**src/rtl/pool_pkg.sv**
```systemverilog
// Shared types and constants for the max_pool layer engine.
// Selecting average pooling (MAX_POOL_AVG_EN) only affects pool_combine.
package pool_pkg;

    typedef enum logic [2:0] {
        IDLE,
        LD_PARAM,
        LD_WAIT,
        CHECK,
        EVAL,
        DRAIN,
        DONE
    } state_t;

    // Layer parameter words: width, height, depth
    localparam int PARAM_NUM = 3;

    localparam logic [17:0] DEF_PARAM_BASE    = 18'd0;
    localparam logic [17:0] DEF_FMAP_IN_BASE  = 18'd131072;
    localparam logic [17:0] DEF_FMAP_OUT_BASE = 18'd196608;

    // Window phase: bit 0 selects the odd column, bit 1 selects the odd row
    localparam logic [1:0] PH_FIRST = 2'd0;
    localparam logic [1:0] PH_LAST  = 2'd3;

    // Feature-map word offset: channel, row, column packed into 18 bits
    function automatic logic [17:0] pack_addr(input logic [3:0] c,
                                              input logic [4:0] y,
                                              input logic [4:0] x);
        return {4'b0, c, y, x};
    endfunction

endpackage

```
**src/rtl/max_pool_if.sv**
```systemverilog
// DRAM port of the layer engines: one read and one write address per cycle,
// read data returned one cycle after the read enable.
interface max_pool_if #(
    parameter int DATA_WIDTH = 32,
    parameter int ADDR_WIDTH = 18
);
    logic                  dram_valid;
    logic [DATA_WIDTH-1:0] data_in;
    logic [DATA_WIDTH-1:0] data_out;
    logic [ADDR_WIDTH-1:0] addr_in;
    logic [ADDR_WIDTH-1:0] addr_out;
    logic                  dram_en_rd;
    logic                  dram_en_wr;

    modport master (
        input  dram_valid, data_in,
        output data_out, addr_in, addr_out, dram_en_rd, dram_en_wr
    );

    modport slave (
        output dram_valid, data_in,
        input  data_out, addr_in, addr_out, dram_en_rd, dram_en_wr
    );
endinterface

```
**src/rtl/pool_combine.sv**
```systemverilog
// Window combine step: signed max by default, or average when MAX_POOL_AVG_EN
// is defined (sum of four, arithmetic shift right by two, floor rounding).
module pool_combine
    import pool_pkg::*;
#(
    parameter int DATA_WIDTH = 32,
    parameter int ACC_W      = DATA_WIDTH + 2
) (
    input  logic [ACC_W-1:0]      acc,
    input  logic [DATA_WIDTH-1:0] data_in,
    input  logic                  first,
    input  logic                  last,
    output logic [ACC_W-1:0]      acc_nx,
    output logic [DATA_WIDTH-1:0] result
);
    logic signed [ACC_W-1:0] din_sx;
    logic signed [ACC_W-1:0] comb;

    assign din_sx = ACC_W'($signed(data_in));

`ifdef MAX_POOL_AVG_EN
    // Two guard bits keep the sum of four words exact
    assign comb   = $signed(acc) + din_sx;
    assign result = DATA_WIDTH'(comb >>> 2);
`else
    // Strict greater-than: on a tie the accumulator is kept
    assign comb   = (din_sx > $signed(acc)) ? din_sx : $signed(acc);
    assign result = DATA_WIDTH'(comb);
`endif

    assign acc_nx = first ? din_sx : (last ? acc : comb);

endmodule

```
**src/rtl/max_pool.sv**
```systemverilog
// max_pool: 2x2 stride-2 pooling of a DRAM feature map, one read per cycle.
// Max pooling by default; define MAX_POOL_AVG_EN for average pooling.
module max_pool
    import pool_pkg::*;
#(
    parameter int                    DATA_WIDTH    = 32,
    parameter int                    ADDR_WIDTH    = 18,
    parameter logic [ADDR_WIDTH-1:0] PARAM_BASE    = ADDR_WIDTH'(DEF_PARAM_BASE),
    parameter logic [ADDR_WIDTH-1:0] FMAP_IN_BASE  = ADDR_WIDTH'(DEF_FMAP_IN_BASE),
    parameter logic [ADDR_WIDTH-1:0] FMAP_OUT_BASE = ADDR_WIDTH'(DEF_FMAP_OUT_BASE)
) (
    input  logic       clk,
    input  logic       srstn,
    input  logic       enable,
    output logic       done,
    max_pool_if.master dram
);
    localparam int ACC_W = DATA_WIDTH + 2;

    state_t state, state_nx;

    logic [1:0] pcnt;
    logic [5:0] width, height, depth;

    // Read-side window counters and their one-cycle-delayed write-side copies
    logic [1:0] ph,   ph_d;
    logic [4:0] ox,   ox_d;
    logic [4:0] oy,   oy_d;
    logic [3:0] oc,   oc_d;
    logic       val_d;

    logic [4:0] ow_last, oh_last;
    logic [3:0] oc_last;
    logic       win_last, geom_bad;

    logic [ACC_W-1:0]      acc, acc_nx;
    logic [DATA_WIDTH-1:0] result;
    logic                  wr_en;

    logic unused_dram_valid;
    assign unused_dram_valid = dram.dram_valid;

    assign ow_last  = width[5:1] - 5'd1;
    assign oh_last  = height[5:1] - 5'd1;
    assign oc_last  = 4'(depth - 6'd1);
    assign win_last = (ph == PH_LAST) && (ox == ow_last) && (oy == oh_last) && (oc == oc_last);
    assign geom_bad = (width < 6'd2) || (height < 6'd2) || (depth == 6'd0);

    always_ff @(posedge clk) begin
        // NOTE: every register here uses <= so all of them see pre-edge values; reset is synchronous.
        if (!srstn) begin
            state  <= IDLE;
            pcnt   <= '0;
            width  <= '0;
            height <= '0;
            depth  <= '0;
            ph     <= '0;
            ox     <= '0;
            oy     <= '0;
            oc     <= '0;
            ph_d   <= '0;
            ox_d   <= '0;
            oy_d   <= '0;
            oc_d   <= '0;
            val_d  <= 1'b0;
            acc    <= '0;
        end else begin
            state <= state_nx;
            val_d <= (state == EVAL);
            ph_d  <= ph;
            ox_d  <= ox;
            oy_d  <= oy;
            oc_d  <= oc;
            if (val_d) acc <= acc_nx;

            case (state)
                LD_PARAM: begin
                    pcnt <= (pcnt == 2'(PARAM_NUM - 1)) ? 2'd0 : pcnt + 2'd1;
                    if (pcnt == 2'd1) width  <= dram.data_in[5:0];
                    if (pcnt == 2'd2) height <= dram.data_in[5:0];
                end
                LD_WAIT: depth <= dram.data_in[5:0];
                EVAL: begin
                    ph <= ph + 2'd1;
                    if (ph == PH_LAST) begin
                        if (ox == ow_last) begin
                            ox <= '0;
                            if (oy == oh_last) begin
                                oy <= '0;
                                oc <= (oc == oc_last) ? 4'd0 : oc + 4'd1;
                            end else begin
                                oy <= oy + 5'd1;
                            end
                        end else begin
                            ox <= ox + 5'd1;
                        end
                    end
                end
                default: ;
            endcase
        end
    end

    always_comb begin
        // NOTE: defaults first, so no path through the case can infer a latch.
        state_nx        = state;
        dram.dram_en_rd = 1'b0;
        dram.addr_in    = '0;
        unique case (state)
            IDLE:     if (enable) state_nx = LD_PARAM;
            LD_PARAM: begin
                dram.dram_en_rd = 1'b1;
                dram.addr_in    = PARAM_BASE + ADDR_WIDTH'(pcnt);
                if (pcnt == 2'(PARAM_NUM - 1)) state_nx = LD_WAIT;
            end
            LD_WAIT:  state_nx = CHECK;
            CHECK:    state_nx = geom_bad ? DONE : EVAL;
            EVAL: begin
                dram.dram_en_rd = 1'b1;
                dram.addr_in    = FMAP_IN_BASE +
                                  ADDR_WIDTH'(pack_addr(oc, {oy[3:0], ph[1]}, {ox[3:0], ph[0]}));
                if (win_last) state_nx = DRAIN;
            end
            DRAIN:    state_nx = DONE;
            DONE:     state_nx = IDLE;
            default:  state_nx = IDLE;
        endcase
    end

    pool_combine #(
        .DATA_WIDTH (DATA_WIDTH),
        .ACC_W      (ACC_W)
    ) u_combine (
        .acc     (acc),
        .data_in (dram.data_in),
        .first   (ph_d == PH_FIRST),
        .last    (ph_d == PH_LAST),
        .acc_nx  (acc_nx),
        .result  (result)
    );

    // The final window of a layer is written during DRAIN
    assign wr_en           = val_d && (ph_d == PH_LAST);
    assign dram.dram_en_wr = wr_en;
    assign dram.data_out   = wr_en ? result : '0;
    assign dram.addr_out   = wr_en ? FMAP_OUT_BASE + ADDR_WIDTH'(pack_addr(oc_d, oy_d, ox_d)) : '0;
    assign done            = (state == DONE);

endmodule

```
**src/flat_wrapper.sv**
```systemverilog
// flat-port wrapper written by rule: the top's interface ports become plain ports
module max_pool_flat import pool_pkg::*;
#(
    parameter int                    DATA_WIDTH    = 32,
    parameter int                    ADDR_WIDTH    = 18,
    parameter logic [ADDR_WIDTH-1:0] PARAM_BASE    = ADDR_WIDTH'(DEF_PARAM_BASE),
    parameter logic [ADDR_WIDTH-1:0] FMAP_IN_BASE  = ADDR_WIDTH'(DEF_FMAP_IN_BASE),
    parameter logic [ADDR_WIDTH-1:0] FMAP_OUT_BASE = ADDR_WIDTH'(DEF_FMAP_OUT_BASE)
)
  (clk, srstn, enable, done, dram_dram_valid, dram_data_in, dram_data_out, dram_addr_in, dram_addr_out, dram_dram_en_rd, dram_dram_en_wr);
  max_pool_if #(.DATA_WIDTH(DATA_WIDTH), .ADDR_WIDTH(ADDR_WIDTH)) dram_i ();
  input  logic clk;
  input  logic srstn;
  input  logic enable;
  output logic done;
  input wire logic [$bits(dram_i.dram_valid)-1:0] dram_dram_valid;
  input wire logic [$bits(dram_i.data_in)-1:0] dram_data_in;
  output wire logic [$bits(dram_i.data_out)-1:0] dram_data_out;
  output wire logic [$bits(dram_i.addr_in)-1:0] dram_addr_in;
  output wire logic [$bits(dram_i.addr_out)-1:0] dram_addr_out;
  output wire logic [$bits(dram_i.dram_en_rd)-1:0] dram_dram_en_rd;
  output wire logic [$bits(dram_i.dram_en_wr)-1:0] dram_dram_en_wr;
  assign dram_i.dram_valid = dram_dram_valid;
  assign dram_i.data_in = dram_data_in;
  assign dram_data_out = dram_i.data_out;
  assign dram_addr_in = dram_i.addr_in;
  assign dram_addr_out = dram_i.addr_out;
  assign dram_dram_en_rd = dram_i.dram_en_rd;
  assign dram_dram_en_wr = dram_i.dram_en_wr;
  max_pool #(.DATA_WIDTH(DATA_WIDTH), .ADDR_WIDTH(ADDR_WIDTH), .PARAM_BASE(PARAM_BASE), .FMAP_IN_BASE(FMAP_IN_BASE), .FMAP_OUT_BASE(FMAP_OUT_BASE)) u_core (.clk(clk), .srstn(srstn), .enable(enable), .done(done), .dram(dram_i));
endmodule
```
**config.mk**
```make
export PLATFORM = sky130hd
export DESIGN_NAME = max_pool_flat
export DESIGN_NICKNAME = d
export VERILOG_FILES = /design/src/rtl/pool_pkg.sv /design/src/rtl/max_pool_if.sv /design/src/rtl/pool_combine.sv /design/src/rtl/max_pool.sv /design/src/flat_wrapper.sv
export SDC_FILE = /design/constraint.sdc
export NUM_CORES = 1
export LEC_CHECK = 0
export ABC_AREA = 1
export ABC_CLOCK_PERIOD_IN_PS = 7500
export BUFFER_PORTS_ARGS = -buffer_cell sky130_fd_sc_hd__buf_4
export CAP_MARGIN = 5
export CORE_MARGIN = 2
export CORE_UTILIZATION = 42
export CTS_CLUSTER_SIZE = 24
export DETAILED_ROUTE_END_ITERATION = 10
export GPL_TIMING_DRIVEN = 0
export PLACE_DENSITY = 0.64
export SETUP_SLACK_MARGIN = 0.02
export SYNTH_ARGS = -nofsm -noshare
export SYNTH_HDL_FRONTEND = slang
export SYNTH_SLANG_ARGS = --single-unit
export TNS_END_PERCENT = 20
```
**constraint.sdc**
```tcl
create_clock -name clk -period 7.5 [get_ports clk]
set_clock_uncertainty 0.15 [all_clocks]
set_input_delay 1.5 -clock clk [delete_from_list [all_inputs] [get_ports clk]]
set_output_delay 1.5 -clock clk [all_outputs]
set_load 0.01 [all_outputs]
```
==> Yosys cells after proc, flatten, opt, wreduce, memory -nomap -nowiden <==
Cells that the tools add are included.
{ "totals": {"reg_bits": 90, "in_bits": 36} }
{ "classes": {"n_addsub": 10, "n_lt_le_gt_ge": 3, "n_eq_ne": 17, "mux": 16, "n_reduce_logical": 19} }
{ "ops": {"columns": ["op", "n"], "rows": [
  ["$mux W34", 3],
  ["$pmux W18 S2", 1],
  ["$gt A32 B34 Y1", 1],
  ["$mux W32", 1],
  ["$add A17 B15 Y18 const A", 1],
  ["$add A18 B14 Y18 const A", 1],
  ["$mux W18", 1],
  ["$pmux W3 S6", 1],
  ["$lt A6 B2 Y1 const B", 2],
  ["$add A5 B1 Y5 const B", 2],
  ["$eq A5 B5 Y1", 2],
  ["$mux W5", 2],
  ["$sub A5 B1 Y5 const B", 2],
  ["$eq A3 B3 Y1 const B", 3],
  ["$mux W3", 3],
  ["$reduce_and A3 Y1", 3],
  ["$reduce_and A2 Y1", 4],
  ["$eq A2 B2 Y1 const B", 3],
  ["$eq A3 B2 Y1 const B", 2],
  ["$logic_not A6 Y1", 1],
  ["$add A2 B1 Y2 const B", 2],
  ["$add A4 B1 Y4 const B", 1],
  ["$eq A4 B4 Y1", 1],
  ["$logic_and A1 B1 Y1", 4],
  ["14 further kinds", 18]
]} }

==> Depth between registers and ports, before layout <==
Gate-level depths: netlist of the first run.
{ "logic_depth": {"word_depth": 7, "mapped_depth": 20} }

==> Modules after synthesis <==
Synthesis of the first run repeated with hierarchy kept, for this count alone.
{ "unflattened": {"cells_unflattened": 980, "hier_area_um2": 6108.4} }
{ "modules_own_cells": {"columns": ["mod", "instances", "cells_per_inst", "area_per_inst_um2", "seq_area_each_um2"], "rows": [
  ["max_pool", 1, 631, 4284.1, 1761.7],
  ["pool_combine", 1, 349, 1824.2, 0.0]
]} }

==> Worst setup path after synthesis of the first run <==
No wires, ideal clock.
{ "synth_timing": {"path_type": "input port to output port", "start": "input dram_data_in[31]", "end": "output dram_data_out[10]", "arrival_ns": 3.108, "required_ns": 5.850, "path_slack_ns": 2.742, "stages": 15, "path_cell_list": "ha_1 inv_2 nor2_2 nand2_1 nor2_2 nand3_1 nand2_1 nor2_1 nand2_1 nand2_1 nand2_2 buf_12 buf_8 nor2_1 a211oi_1"} }
{ "synth_via": {"elab_chain_len": 3} }
{ "synth_rtl": {"columns": ["item", "line_no", "source"], "rows": [
  ["from (decl)", "flat_wrapper.sv:17", "input wire logic [$bits(dram_i.data_in)-1:0] dram_data_in;"],
  ["$gt A32 B34 Y1", "pool_combine.sv:27", "assign comb = (din_sx > $signed(acc)) ? din_sx : $signed(acc);"],
  ["$mux W34", "pool_combine.sv:27", null],
  ["$mux W32", "max_pool.sv:145", "assign dram.data_out = wr_en ? result : '0;"],
  ["to (decl)", "flat_wrapper.sv:18", "output wire logic [$bits(dram_i.data_out)-1:0] dram_data_out;"]
]} }
No other way between the ends. The select of a mux whose other input is x is not followed.

==> Worst setup path in the final report of the first run <==
{ "layout_timing": {"start": "input dram_data_in[17]", "end": "output dram_data_out[3]"} }
Same word-level chain as after synthesis.

==> impl_metrics.yaml, run 1 <==
run_status:
  status: "completed"
yosys:
  synth_edf_count: 0
  synth_area_per_cell_um2: 6.826
  yosysTopAreaCellShare: 0.3210
  ys_ff_latch: 87
  async_flop_share: 0
  yosysTopAreaCell: "dfxtp_1"
  postSynthCellCount: 795
  syn_area_um2: 5426
  synth_area_leaders: "dfxtp_1 32%, nor2_1 11%, nand2_1 11%"
  synthTopCellsByCount: "164 x nor2_1, 153 x nand2_1, 122 x inv_1"
  ys_types: 38
  yosys_warnings: 0
  synth-main-ff-cell: "dfxtp_1"
  yosysMostFrequentCell: "nor2_1"
  ys_seq_area_frac: 0.3210
floorplanning:
  core_area_um2: 12620
  io-pin-count: 107
  die_h_um: 117.7
  chipWidth_um: 117.7
  num_rows: 41
  design.die.area_um2: 13850
  start_util: 0.4300
drt:
  vias_per_cell: 4.581
  wire_per_inst_um: 12.00
  wl_mm: 13.03
  route.detailed.drc: 0
  drtAntennaViolNets: 0
  vias: 4975
  dr.first_iter.drc_count: 253
  drt-pass1-iter-count: 4
clock_tree:
  cts_tree: "built"
  clk_path_buf_depth: 2
  h-tree-depth: 3
  clkSlewWorstSetupHoldPaths_ns: 0.06
  clk_latency_ns: 0.35
  holdBufCountCts: 0
  cts_setup_buffers: 0
  numCtsBuffers: 9
  cts.sinks: 87
  cts.repair.resized: 0
  root_buffer: "clkbuf_16"
sta:
  slew_viol_final: 0
  min_period_ns: 5.230
  fin_ws_ns: 2.270
  fmax_mhz: 191.2
  whs_ns: 0.3068
  hold_viol: 0
  grt_setup_unrepaired: "no"
  period_share: 0.6973
  fin_setup_tns_ns: 0
  max_slew.worst_pin.slew_ns: 0.6517
  setup_violations: 0
  maxSlewHeadroom: 0.5655
grt:
  grt_max_degree: 16
  grt_pass1_vias: 4516
  grt_pass1_wl_mm: 21.80
  antenna_found_initial: 0
  grt-ovfl-total: 0
  grt_util_all_layers: 0.1916
min_path:
  hold_path_depth: 2
  worstHoldStart: "u_core.depth[4]$_SDFFE_PN0P_"
  hold_path.class: "reg -> reg"
  min_to: "u_core.depth[4]$_SDFFE_PN0P_"
critical_path:
  cp_max_fo: 10
  crit_top_cell: "nand2_1"
  crit_arrival_ns: 3.58
  timing.rr.end: "u_core.acc[12]$_SDFFE_PN0P_"
  path_class: "in -> out"
  ff2ff_path_depth: 18
  crit_path_end_kind: "output pin"
  required_ns: 5.85
  r2r_start: "u_core.acc[17]$_SDFFE_PN0P_"
  critPathLaunchType: "input pin"
  cp_top_family: "simple AND/OR/NAND/NOR gates"
  reg2reg_setup_slack_ns: 5.08
  path_cells: "buf_4 -> ha_1 -> nand2_1 -> nor2_1 -> nand2_1 -> nor2_1 -> nand3_1 -> nand2_1 -> nor2_1 -> nand2_1 -> nand2_1 -> nand2_2 -> buf_12 -> buf_8 -> nor2_1 -> a211oi_1 -> buf_4"
  crit_slowest_cell: "ha_1"
  max_stage_delay_ns: 0.28
  path_buf_inv: 4
layout:
  final-seq-area_um2: 1742
  synthToLayoutAreaGrowth_pct: 23.17
  n_antenna_cell: 0
  nNetsFinal: 985
  drive_above_1_share: 0.1969
  multi_input_area_um2: 2949
  fillers: 1288
placement:
  place.gp.congestion: 0.8678
  dpl_worst_slack_ns: 2.299
  dpl.hpwl_mm: 9.989
  io_buffers: 99
power_and_ir_drop:
  powerDensity_nw_per_um2: 187.4
  leakage_nw: 3.204
  vdd_drop_max_mv: 0.1410
job:
  drv_cap: 0
worst max path at each step:
stage	to	from	depth (start not counted)	slack, ns
2_1_floorplan	dram_data_out[10]	dram_data_in[31]	15	2.74
3_3_place_gp	dram_data_out[13]	dram_data_in[9]	17	2.28
3_5_place_dp	dram_data_out[20]	dram_data_in[17]	17	2.30
4_1_cts	dram_data_out[3]	dram_data_in[17]	17	2.28
5_1_grt	dram_data_out[3]	dram_data_in[9]	17	2.08
6_report	dram_data_out[3]	dram_data_in[17]	17	2.27
registers in the layout (all words and copies together), names as in the netlist, 4 cells and up:
signal / count
u_core.oc_d: 4
u_core.height: 5
u_core.oc: 4
u_core.width: 5
u_core.oy_d: 5
u_core.ox_d: 5
u_core.oy: 5
u_core.ox: 5
u_core.acc: 33
u_core.depth: 6
power by group:
| group | internal, mW | switching [mW] |
|---|---|---|
| registers | 0.493 | 0.0206 |
| clock network | 0.235 | 0.195 |
| logic | 0.126 | 0.183 |
| total | 0.854 | 0.399 |
through the flow:
| step | std cells | util | total power [mW] | instance area (um^2) |
|---|---|---|---|---|
| 2_1_floorplan | 799 | - | 0.7478 | 5441 |
| 3_3_place_gp | 1070 | 0.5071 | 0.8290 | 6400 |
| 3_5_place_dp | 1070 | 0.5071 | 0.8308 | 6400 |
| 4_1_cts | 1086 | 0.5296 | 1.262 | 6684 |
| 5_1_grt | 1086 | 0.5296 | 1.331 | 6684 |
| 6_report | 1086 | 0.5296 | 1.252 | 6684 |
placed cells by master, fill, tap and decap left out, drive strengths merged, types with 2 or more instances in the layout:
master  count
a211oi     33
a21o        2
a21oi      39
buf       125
clkbuf     19
clkinv      7
conb        5
dfxtp      87
ha         40
inv       126
nand2     176
nand3      16
nand3b      3
nand4       3
nor2      166
nor3       10
nor4        3
o21ai      24
o21bai      2
o22ai       2
or2         3
xnor2       9
xor2       10
worst register-to-register path, cell delays in order (launching register included):
cell and delay, ns:
dfxtp_1 0.31, inv_1 0.07, ha_1 0.29, nand2_1 0.06
nor2_1 0.15, nand2_1 0.08, nor2_1 0.19, nand3_1 0.10
nand2_1 0.07, nor2_1 0.05, nand2_1 0.06, nand2_1 0.05
nand2_2 0.11, nand2_4 0.08, nand2_4 0.15, buf_6 0.20
nand2_2 0.06, nand2_1 0.06, nor2_1 0.04
logic make-up after synthesis:
kind of cell | after synthesis | synth area share
other | 1 | 0.0006911
and+or+nand+nor | 380 | 0.2894
AOI/OAI and AO/OA | 106 | 0.1277
xor gates and xnor gates | 19 | 0.03067
buffers and inverters | 162 | 0.1383
adders and majority gates | 40 | 0.09223
DFF | 87 | 0.3210
per-layer routing:
layer / track usage / vias up / wire length, um
met3: 0.03052 / 19 / 591
met2: 0.2994 / 97 / 5691
met5: 0 / - / 0
met4: 0.07455 / 0 / 250
met1: 0.2644 / 2153 / 6497
li1: - / 2706 / -
layout make-up:
cell class,count,share of cell area
inverter,127,0.07132
timing repair buffer,99,0.1112
buffer,35,0.04100
clock buffer,10,0.03575
tap,172,0.03220
sequential,87,0.2606
multi-input combinational,550,0.4412
clock inverter,6,0.006739
Note: power is estimated with default switching activity, not from simulation.
==> run 2: changes to the inputs <==
- ABC_CLOCK_PERIOD_IN_PS: 7500 -> 4800
- PLACE_DENSITY: 0.64 -> 0.66
- clock period: 7.5 -> 4.8 ns (I/O delays scaled with it)
==> impl_metrics.yaml, run 2 (same netlist as run 1, synthesis figures left out) <==
drt:
  wire_per_inst_um: 12.07
  wl_mm: 13.11
  vias_per_cell: 4.610
  vias: 5006
  drt-pass1-iter-count: 4
  drtAntennaViolNets: 0
  dr.first_iter.drc_count: 258
  route.detailed.drc: 0
critical_path:
  crit_top_cell: "nand2_1"
  crit_slowest_cell: "ha_1"
  cp_max_fo: 10
  max_stage_delay_ns: 0.29
  ff2ff_path_depth: 18
  required_ns: 3.69
  critPathLaunchType: "input pin"
  path_class: "in -> out"
  crit_arrival_ns: 3.08
  path_cells: "buf_4 -> ha_1 -> nand2_1 -> nor2_1 -> nand2_1 -> nor2_2 -> nand3_1 -> nand2_1 -> nor2_1 -> nand2_1 -> nand2_1 -> nand2_2 -> buf_12 -> buf_8 -> nor2_1 -> a211oi_1 -> buf_4"
  crit_path_end_kind: "output pin"
layout:
  n_antenna_cell: 0
  instances_no_fill: 1086
  largest_reg_flops: 33
  layout_commonest_cell: "nor2_1"
  largestRegisters: "u_core.acc (33), u_core.depth (6)"
  final_area_um2: 6675
  synthToLayoutAreaGrowth_pct: 23.01
  drive_above_1_share: 0.1937
  mostFrequentLayoutCells: "164 x nor2_1, 153 x nand2_1, 122 x inv_1"
  top_register: "u_core.acc"
  nNetsFinal: 985
  fillers: 1322
grt:
  grt_pass1_wl_mm: 22.13
  grt_max_degree: 15
  grt_pass1_vias: 4673
  met2_usage: 0.2991
  grt-ovfl-total: 0
  grt.busiest_layer: "met2"
  antenna_found_initial: 0
  grt_util_all_layers: 0.1932
  grt_use_met3: 0.03537
  grt_use_met1: 0.2694
floorplanning:
  num_rows: 41
  chipWidth_um: 117.7
  die_h_um: 117.7
  io-pin-count: 107
  design.die.area_um2: 13850
  start_util: 0.4300
  core_area_um2: 12620
clock_tree:
  h-tree-depth: 3
  cts_tree: "built"
  clkSlewWorstSetupHoldPaths_ns: 0.06
  clk_path_buf_depth: 2
  numCtsBuffers: 9
  root_buffer: "clkbuf_16"
  clk_latency_ns: 0.34
  holdBufCountCts: 0
  cts_setup_buffers: 0
  cts.sinks: 87
  cts.repair.resized: 0
placement:
  dp_cells: 1070
  placed_cell_area_um2: 6400
  place.gp.congestion: 0.8816
  dpl.hpwl_mm: 10.02
  io_buffers: 99
power_and_ir_drop:
  power_frac_seq: 0.413
  leakage_nw: 3.192
  p_int_mw: 1.335
  pwr-share-comb: 0.245
  switching_share: 0.3123
  powerDensity_nw_per_um2: 290.9
  p_sw_mw: 0.6065
  clkPwrFrac: 0.342
  vdd_drop_max_mv: 0.2218
sta:
  fmax_mhz: 238.7
  period_share: 0.8727
  hold_viol: 0
  maxSlewHeadroom: 0.5761
  grt_setup_unrepaired: "no"
  slew_viol_final: 0
  setup_violations: 0
  min_period_ns: 4.189
  fin_setup_tns_ns: 0
  max_slew.worst_pin.slew_ns: 0.6359
run_status:
  status: "completed"
min_path:
  hold_path_depth: 2
  hold_path.class: "reg -> reg"
job:
  drv_cap: 0
-- run 2: per-stage QoR --
step           hold WS (ns)  power (mW)  utilization  setup slack [ns]
2_1_floorplan        0.2738       1.168            -             1.122
3_3_place_gp         0.2847       1.288       0.5071            0.6381
3_5_place_dp         0.2881       1.294       0.5071            0.6335
4_1_cts              0.2983       1.964       0.5290            0.6099
5_1_grt              0.3337       2.073       0.5290            0.4154
6_report             0.2982       1.942       0.5290            0.6112
-- run 2: path summary, 6_finish.rpt --
check                                    start                           end  slack (ns)
hold / removal    u_core.depth[5]$_SDFFE_PN0P_  u_core.depth[5]$_SDFFE_PN0P_        0.30
setup / recovery              dram_data_in[29]              dram_data_out[3]        0.61
setup reg to reg   u_core.acc[29]$_SDFFE_PN0P_   u_core.acc[21]$_SDFFE_PN0P_        2.34
hold reg to reg   u_core.depth[5]$_SDFFE_PN0P_  u_core.depth[5]$_SDFFE_PN0P_        0.30
-- run 2: metal layers --
layer / vias up / part of all wire
li1: 2700 / -
met2: 96 / 0.44
met3: 10 / 0.040
met5: - / 0
met1: 2200 / 0.51
met4: 0 / 0.012
-- run 2: power by group through the flow --
stage | sequential, mW | combinational, mW | clock [mW]
floorplan | 0.811 | 0.358 | 0
detailed placement | 0.818 | 0.476 | 0
global placement | 0.817 | 0.471 | 0
global route | 0.809 | 0.548 | 0.716
CTS | 0.801 | 0.479 | 0.683
finish | 0.802 | 0.477 | 0.664
-- run 2: final cells by class --
type                            instances  area [um^2]  share of cell area
Multi-Input combinational cell        550         2949              0.4418
Sequential cell                        87         1742              0.2609
Timing Repair Buffer                   99        743.2              0.1113
Inverter                              127        476.7             0.07142
Buffer                                 35        274.0             0.04105
Clock buffer                           13        250.2             0.03749
Tap cell                              172        215.2             0.03224
Clock inverter                          3        25.02            0.003749
-- run 2: critical path, delay by kind of cell --
family | cells | cell delay (ns)
buffers and inverters | 4 | 0.60
AOI/OAI and AO/OA | 1 | 0.23
and+or+nand+nor | 11 | 0.98
adders and majority gates | 1 | 0.29
